[config.mk]
export PLATFORM = sky130hd
export DESIGN_NAME = poly_string_synth
export DESIGN_NICKNAME = d
export VERILOG_FILES = /design/src/rtl/poly_string_synth.sv
export SDC_FILE = /design/constraint.sdc
export NUM_CORES = 1
export LEC_CHECK = 0
export ABC_AREA = 1
export BUFFER_PORTS_ARGS = -buffer_cell sky130_fd_sc_hd__clkbuf_2
export CAP_MARGIN = 20
export CORE_AREA = 2 2 160 162
export CTS_BUF_LIST = sky130_fd_sc_hd__clkbuf_8 sky130_fd_sc_hd__clkbuf_16
export DETAILED_ROUTE_END_ITERATION = 6
export DIE_AREA = 0 0 162 164
export PLACE_DENSITY_LB_ADDON = 0.25
export SLEW_MARGIN = 20
export SYNTH_ARGS = -nofsm -noshare
export SYNTH_HDL_FRONTEND = slang
export SYNTH_SLANG_ARGS = --single-unit
[constraint.sdc]
create_clock -name clk -period 3.5 [get_ports clk]
set_input_delay 0 -clock clk [delete_from_list [all_inputs] [get_ports clk]]
set_output_delay 0 -clock clk [all_outputs]
set_load 0.05 [all_outputs]
[src/rtl/poly_string_synth.sv]
// poly_string_synth: per-string square-wave voices with amplitude envelope, registered mixer and
// sigma-delta speaker bitstream. Define DECAY_EN to build the per-string amplitude decay prescaler.
module poly_string_synth #(
   parameter int unsigned              NUM_STRINGS = 4,
   parameter int unsigned              NUM_FRETS   = 16,
   parameter int unsigned              CNT_W       = 20,
   parameter int unsigned              AMP_W       = 8,
   parameter int unsigned              DECAY_DIV   = 390625,
   parameter logic [6*NUM_STRINGS-1:0] NOTE_BASE   = {6'd15, 6'd10, 6'd5, 6'd0},
   localparam int unsigned             MIX_W       = AMP_W + $clog2(NUM_STRINGS)
) (
   input  logic                   clk,
   input  logic                   reset,
   input  logic [NUM_FRETS-1:0]   frets,
   input  logic [NUM_STRINGS-1:0] pluck,
   output logic [NUM_STRINGS-1:0] active,
   output logic [MIX_W-1:0]       mix,
   output logic                   speaker
);

   if (NUM_STRINGS < 1 || NUM_STRINGS > 8 || DECAY_DIV < 1) begin : g_bad_cfg
      $error("poly_string_synth: NUM_STRINGS must be 1..8 and DECAY_DIV >= 1");
   end

   // Half-period table covers one octave from E2; higher octaves halve by shifting.
   function automatic logic [CNT_W-1:0] half_period(input logic [6:0] note);
      logic [19:0] base;
      case (note % 7'd12)
         7'd0:    base = 20'd606722;
         7'd1:    base = 20'd572672;
         7'd2:    base = 20'd540541;
         7'd3:    base = 20'd510204;
         7'd4:    base = 20'd481556;
         7'd5:    base = 20'd454545;
         7'd6:    base = 20'd429037;
         7'd7:    base = 20'd404957;
         7'd8:    base = 20'd382234;
         7'd9:    base = 20'd360776;
         7'd10:   base = 20'd340530;
         default: base = 20'd321419;
      endcase
      return CNT_W'(base >> (note / 7'd12));
   endfunction

   logic [6:0]             fret;
   logic                   fret_found;
   logic [NUM_STRINGS-1:0] pluck_q;
   logic [AMP_W-1:0]       sample [NUM_STRINGS];
   logic [MIX_W-1:0]       mix_d, mix_q;
   logic [MIX_W:0]         acc_d, acc_q;

   always_comb begin
      fret       = '0;
      fret_found = 1'b0;
      for (int unsigned i = 0; i < NUM_FRETS; i++) begin
         if (frets[i] && !fret_found) begin
            fret       = 7'(i + 1);
            fret_found = 1'b1;
         end
      end
   end

   always_ff @(posedge clk or negedge reset) begin
      if (!reset) pluck_q <= '0;
      else        pluck_q <= pluck;
   end

   for (genvar s = 0; s < NUM_STRINGS; s++) begin : g_string
      logic [CNT_W-1:0] cnt_q, per_q, hp;
      logic [AMP_W-1:0] amp_q;
      logic             sq_q, rise, amp_dec;

      assign hp   = half_period(7'(NOTE_BASE[6*s +: 6]) + fret);
      assign rise = pluck[s] & ~pluck_q[s];

`ifdef DECAY_EN
      localparam int unsigned      PRE_W    = (DECAY_DIV > 1) ? $clog2(DECAY_DIV) : 1;
      localparam logic [PRE_W-1:0] PRE_LAST = PRE_W'(DECAY_DIV - 1);
      logic [PRE_W-1:0] pre_q;

      always_ff @(posedge clk or negedge reset) begin
         if (!reset)                                       pre_q <= '0;
         else if (rise || !pluck[s] || pre_q == PRE_LAST)  pre_q <= '0;
         else                                              pre_q <= pre_q + PRE_W'(1);
      end

      assign amp_dec   = pluck[s] & ~rise & (pre_q == PRE_LAST);
      assign active[s] = pluck_q[s] & (amp_q != '0);
`else
      assign amp_dec   = 1'b0;
      assign active[s] = pluck_q[s];
`endif

      // Period register reloads only on pluck and toggles, so fret moves land on a clean edge.
      always_ff @(posedge clk or negedge reset) begin
         if (!reset) begin
            cnt_q <= '0;
            per_q <= '0;
            sq_q  <= 1'b0;
            amp_q <= '0;
         end else if (rise) begin
            cnt_q <= '0;
            per_q <= hp;
            sq_q  <= 1'b1;
            amp_q <= '1;
         end else if (pluck[s]) begin
            if (cnt_q >= per_q) begin
               cnt_q <= '0;
               per_q <= hp;
               sq_q  <= ~sq_q;
            end else begin
               cnt_q <= cnt_q + CNT_W'(1);
            end
            if (amp_dec && amp_q != '0) amp_q <= amp_q - AMP_W'(1);
         end else begin
            cnt_q <= '0;
            sq_q  <= 1'b0;
            amp_q <= '0;
         end
      end

      assign sample[s] = sq_q ? amp_q : '0;
   end

   always_comb begin
      mix_d = '0;
      for (int unsigned i = 0; i < NUM_STRINGS; i++) mix_d = mix_d + MIX_W'(sample[i]);
   end

   // First-order sigma-delta: the carry out of the MIX_W-bit accumulator is the speaker bit.
   assign acc_d = {1'b0, acc_q[MIX_W-1:0]} + {1'b0, mix_q};

   always_ff @(posedge clk or negedge reset) begin
      if (!reset) begin
         mix_q <= '0;
         acc_q <= '0;
      end else begin
         mix_q <= mix_d;
         acc_q <= acc_d;
      end
   end

   assign mix     = mix_q;
   assign speaker = acc_q[MIX_W];

endmodule
* After elaboration in Yosys (flattened, before gate mapping)
Memory sizes are Yosys's and may differ from the RTL's.
Index checks and enable logic that the tools add are counted.
** Word-level totals
- Register bits :: 221
- Memories kept :: 4
- Bits in read-only memories :: 1280
- Output and inout bits :: 15
- Bits of input ports :: 22
- Word-level logic and storage cells :: 199
** Operators by class
- Shift-type cells :: 4
- Div/mod/pow operators :: 8
- Equal/unequal tests :: 8
- $lt $le $gt $ge :: 4
- Multiplexer cells :: 83
- $add $sub $neg :: 11
- Bitwise logic cells :: 12
- Reductions and logical operators :: 46
** Memories
- (name not given) :: depth 16, bits a word 20, read ports 1, clocked after memory_dff 0, write ports 0, line 28 : case (note % 7'd12)
- (name not given) :: depth 16, bits a word 20, read ports 1, clocked after memory_dff 0, write ports 0, line 28
- (name not given) :: depth 16, bits a word 20, read ports 1, clocked after memory_dff 0, write ports 0, line 28
- (name not given) :: depth 16, bits a word 20, read ports 1, clocked after memory_dff 0, write ports 0, line 28
** Operators by type and width (count)
- $mux 20 :: 28
- $mux 8 :: 12
- $add 20x1->20 const B :: 4
- $ge 20x20->1 :: 4
- $shr 20x7->20 :: 4
- $mux 7 :: 7
- $div 7x4->7 const B :: 4
- $mod 7x4->7 const B :: 4
- $mux 1 :: 28
- $reduce_bool 2->1 :: 8
- $logic_and 1x1->1 :: 15
- $logic_not 1->1 :: 15
- $add 4x7->7 const A :: 2
- $logic_not 3->1 :: 4
- $mux 3 :: 4
- $ne 3x1->1 const B :: 4
- $add 10x10->11 :: 1
- $add 10x8->10 :: 1
- $add 9x8->10 :: 1
- $add 8x8->9 :: 1
- $mux 4 :: 2
- $ne 2x1->1 const B :: 4
- $not 1->1 :: 8
- $reduce_and 2->1 :: 4
- other kinds (3) :: 7

* Logic depth before layout (Yosys ltp)
- Word-level depth :: 54
- Gate-level depth with buffers :: 26
- Mapped depth without buffers :: 25

* Worst setup path before layout
OpenSTA, ideal clock, no wires.
- Path type :: input to register
- Start point :: input port frets[1]
- End point :: register g_string[0].per_q[8]
- Required time :: 3.369 ns
- Data arrival time :: 2.804 ns
- Slack :: 0.565 ns
- Setup time :: 0.131 ns
- Stages :: 23
- Path buffers :: 0
- Cells stage by stage :: nor2_2 nand2_2 nor2_4 nand4_4 nor2_4 nand4_4 inv_1 o21ai_1 nand2_4 inv_1 ha_1 nor2_1 nor2_1 nor2_1 nand2_1 nand2_2 inv_1 nor2_1 nand2_1 nand2_1 nand2_1 o21ai_0 o22ai_1
** Between the ends
- Longest elaborated chain between the ends :: 51
- Elaborated cells on any way between the ends :: 67
- Classes of those cells :: 2 x div; 1 x shift; 33 x mux; 30 x reduce/logical; 1 x memory
** Ends and longest elaborated chain
- from (decl) :: line 14 : input logic [NUM_FRETS-1:0] frets,
- $logic_and 1x1->1 (*) :: line 56 : if (frets[i] && !fret_found) begin
- $mux 1 :: line 56
- $logic_not 1->1 :: line 56
- $logic_and 1x1->1 :: line 56
- $mux 1 :: line 56
- $logic_not 1->1 :: line 56
- $logic_and 1x1->1 :: line 56
- $mux 1 :: line 56
- [35 not listed]
- $mux 7 (*) :: line 56
- $mod 7x4->7 :: line 28
- $mem_v2 16x20 or $logic_not 3->1 (tied branches)
- $mux 20 :: line 28
- $shr 20x7->20 (*) :: line 42 : return CNT_W'(base >> (note / 7'd12));
- $mux 20 :: line 107 : if (cnt_q >= per_q) begin
- $mux 20 :: line 106 : end else if (pluck[s]) begin
- $mux 20 (*) :: line 101 : end else if (rise) begin
- to (signal assigned) :: line 103 : per_q <= hp;
- to (signal assigned) :: line 109 : per_q <= hp;
- to (decl) :: line 69 : logic [CNT_W-1:0] cnt_q, per_q, hp;
Every way passes the cells marked *; elsewhere a longest branch is shown, timed or not. The select of a mux whose other input is x is not followed.
A chain may end at the register's enable or synchronous reset.

* Final worst setup path
- Start point :: register g_string[2].cnt_q[0]
- End point :: register g_string[2].per_q[5]
** Between the ends
- Longest elaborated chain between the ends :: 3
** Ends and longest elaborated chain
- from (decl) :: line 69
- from (signal assigned) :: line 112 : cnt_q <= cnt_q + CNT_W'(1);
- $ge 20x20->1 :: line 107
- $reduce_bool 2->1 (no line)
- $reduce_and 2->1 (no line)
- to (signal assigned) :: line 103
- to (signal assigned) :: line 109
- to (decl) :: line 69
No other way between the ends.

==> metrics.md <==
| Metric | Value |
|---|---|
| Status | finished clean |
| Final hold violations | 0 |
| FMAX | about 320 MHz |
| Crit share post-route | between 80% and 90% |
| CP max-delay cell | dfrtp_1 |
| PortBufs | 36 |
| # diodes | 0 |
| Crit path max fanout | 19 |
| Setup Buffers After CTS | 0 |
| Max-slew violation count | 0 |
| CTS tree | done |
| Max H-tree Level | 4 |
| Crit path DAT | 3.39 ns |
| Area of the mapped netlist | 13500 um^2 |
| Root Buffer | clkbuf_16 |
| Initial Utilization | 54.2% |
| Pin count of the biggest net entering global routing | 105 |
| Mapped Cells | approximately 1800 |
| Layout cells sized above 1 | 10.3% |
| Setup CP Type | reg2reg |
| Setup_tns | 0 ns |
| Max-cap violations | 0 |
| Sequential fraction of the synthesis area | 35.3% |
| Most common cell after layout, fill and taps aside | nand2_1 |
| Worst-Skew Late Latency | 0.44 ns |
| Routed WL | 30600 um |
| Clk slew on worst S/H paths | 0.07 ns |
| DIE HEIGHT | about 160 um |
| Die ar. | 26600 um^2 |
| Syn avg cell area | 7.58 um^2 |
| Detail Route Antenna Nets | 0 |
| Pwr Density | 451 nW/um^2 |
| Number of synthesized flops with an enable pin | 0 |
| Synth async-reset ratio | 100% |
| Clk_skew | 0.0161 ns |
| Clk buf depth | 2 |
| Setup crit start kind | flip-flop |
| Drt first pass iters | 6 |
| DRC errors left | 0 |
| TritonCTS buffer count | 17 |
| Setup Viol. Count Final | 0 |
| RSZ-0062 raised after global routing | false |
| Antenna violations before repair | 0 |
| Family with the most delay on the worst path | compound AO/OA/AOI/OAI gates |
| First DRT Iteration DRCs | 906 |
| Crit path cell chain | inv_1, ha_1, inv_1, nand2_1, a21oi_1, o21bai_1, a21oi_1, o221ai_1, a21oi_1, o21a_1, o21ai_1, nor2_1, nor2_1, nand2_1, clkinvlp_4, nand3_1, nand3_1 |
| # fillers | 2283 |
| I/O pin total | 37 |
| Vias per cell | between 5 and 6 |
| Placed Cells incl. Taps | around 2100 |
| Grt ovf | 0 |
| Num Clock Sinks | 190 |
| VDD IR max | 0.312 mV |
| Worst slew margin | 43.8% |
| DR vias | 11800 |
| First-pass GRT wire length | about 53000 um |
| Final Core Density | 59.1% |
| Worst path most repeated cell | a21oi_1 |
| Layout area overhead | 9.02% |
| Critical path capture point type | flip-flop |
| Tot GR Track Use | 24.2% |
| Total power | 6610 uW |
| Non-Filler Instances | 2162 |
| Routed len/inst | 14.1 um |
| Worst Hold Class | in2reg |
| Hold Slack | 0.205 ns |
| Min Tclk post-route | 3.08 ns |
| Synthesis Warnings | 0 |
| Syn nets | 1915 |
| Vias in the first global route | approximately 12000 |
| Worst stage delay on the critical path | 0.40 ns |
| Top_reg_cell synth | dfrtp_1 |
| Lkg Pwr | 0.00722 uW |
| Nets | 1960 |
| Slew at the pin with the worst max-slew slack | between 0.8 and 0.9 ns |
| Core ar. | roughly 25000 um^2 |
| Synthesized flop and latch total | 190 |
| Row cnt | 58 |
| CP bufs+invs | 3 |
| Netlist cell types | 53 |
| DP HPWL | ~23000 um |
| Die width | 162 um |
| RD Place Congestion | between 0.8 and 0.9 |
| Most frequent cells in the layout | nand2_1 (326), nand3_1 (281), inv_1 (230), dfrtp_1 (190), nor2_1 (167) |
| CP required | 3.81 ns |
logic make-up after synthesis:
group	after synthesis	synth area share, %
buf+inv	294	8.77
xor+xnor	50	3.42
compound gates	219	9.51
flops	190	35.3
simple gates	902	31.5
fa+ha+maj	119	11.5
flip-flops by register name, indices dropped and copies added, names as in the netlist:
name	count
acc_q	11
g_string.cnt_q	80
g_string.sq_q	4
active	4
g_string.amp_q	4
mix	7
g_string.per_q	80
synthesized netlist by cell type, drive strengths merged, types with 3 or more instances:
master  instances  area share [%]
inv           249             7.0
o211ai         12            0.67
a31oi           8            0.37
nand2         354              11
nor2          181             5.7
ha            112              10
clkbuf         19            0.53
nand4          31             1.8
xnor2          15            0.98
and3            3            0.14
nor3           23            0.94
a211oi          6            0.33
xor2           35             2.4
clkinv          3           0.084
buf            23             1.2
nor3b          11            0.61
a21boi          3            0.17
a21oi          74             2.8
nand3         293              11
o21ai          92             3.7
o22ai           7            0.33
o21bai          4            0.22
nor4            6            0.28
dfrtp         190              35
fa              7             1.0
worst min-delay path: cells and delay by family:
| family | cells | cell delay (ns) |
|---|---|---|
| compound gates | 2 | 0.20 |
| buf+inv | 1 | 0.11 |
| simple gates | 2 | 0.26 |
worst paths after layout:
path,startpoint,end,slack [ns],cells past startpoint
min in group asynchronous,reset,g_string[1].cnt_q[6],0.22,2
min,frets[15],g_string[1].per_q[17],0.21,5
min reg2reg,acc_q[0],acc_q[0],0.47,1
max,g_string[2].cnt_q[0],g_string[2].per_q[5],0.42,17
max reg2reg,g_string[2].cnt_q[0],g_string[2].per_q[5],0.42,17
max in group asynchronous,reset,g_string[3].per_q[12],2.17,3
cell type report:
class	instances	area [um^2]	area share [%]
Clock inverter	13	126	0.862
Tap cell	330	413	2.82
Sequential cell	190	4750	32.4
Multi-Input combinational cell	1290	7520	51.3
Timing Repair Buffer	68	442	3.01
Inverter	252	952	6.49
Clock buffer	19	453	3.09
per-stage QoR:
step                cell area (um^2)  setup WS, ns
floorplan                      13500         0.565
global placement               14000         0.226
detailed placement             14000        0.0870
CTS                            14700         0.210
global route                   14700        0.0710
finish                         14700         0.420
repair_timing:
| action | 4_1_cts | 5_1_grt |
|---|---|---|
| setup endpoints to repair | 0 | 39 |
| hold endpoints to repair | 120 | 0 |
| resized for setup | 0 | 5 |
| hold buffers | 5 | 0 |
layer usage:
layer	vias to the layer above	GRT usage (%)	part of all wire, %
met1	5590	33.2	47
met3	36	3.33	3.5
met5	-	0	0
met4	0	5.63	1.2
li1	5953	-	-
met2	251	40.9	48
power by group:
| part | total [uW] | internal, uW | leakage, uW | switching [uW] |
|---|---|---|---|---|
| clock | 1960 | 1040 | 0.000284 | 926 |
| sequential | 2640 | 2490 | 0.00247 | 146 |
| combinational | 2010 | 680 | 0.00446 | 1330 |
| total | 6610 | 4210 | 0.00722 | 2400 |
Note: power is estimated with default switching activity, not from simulation.
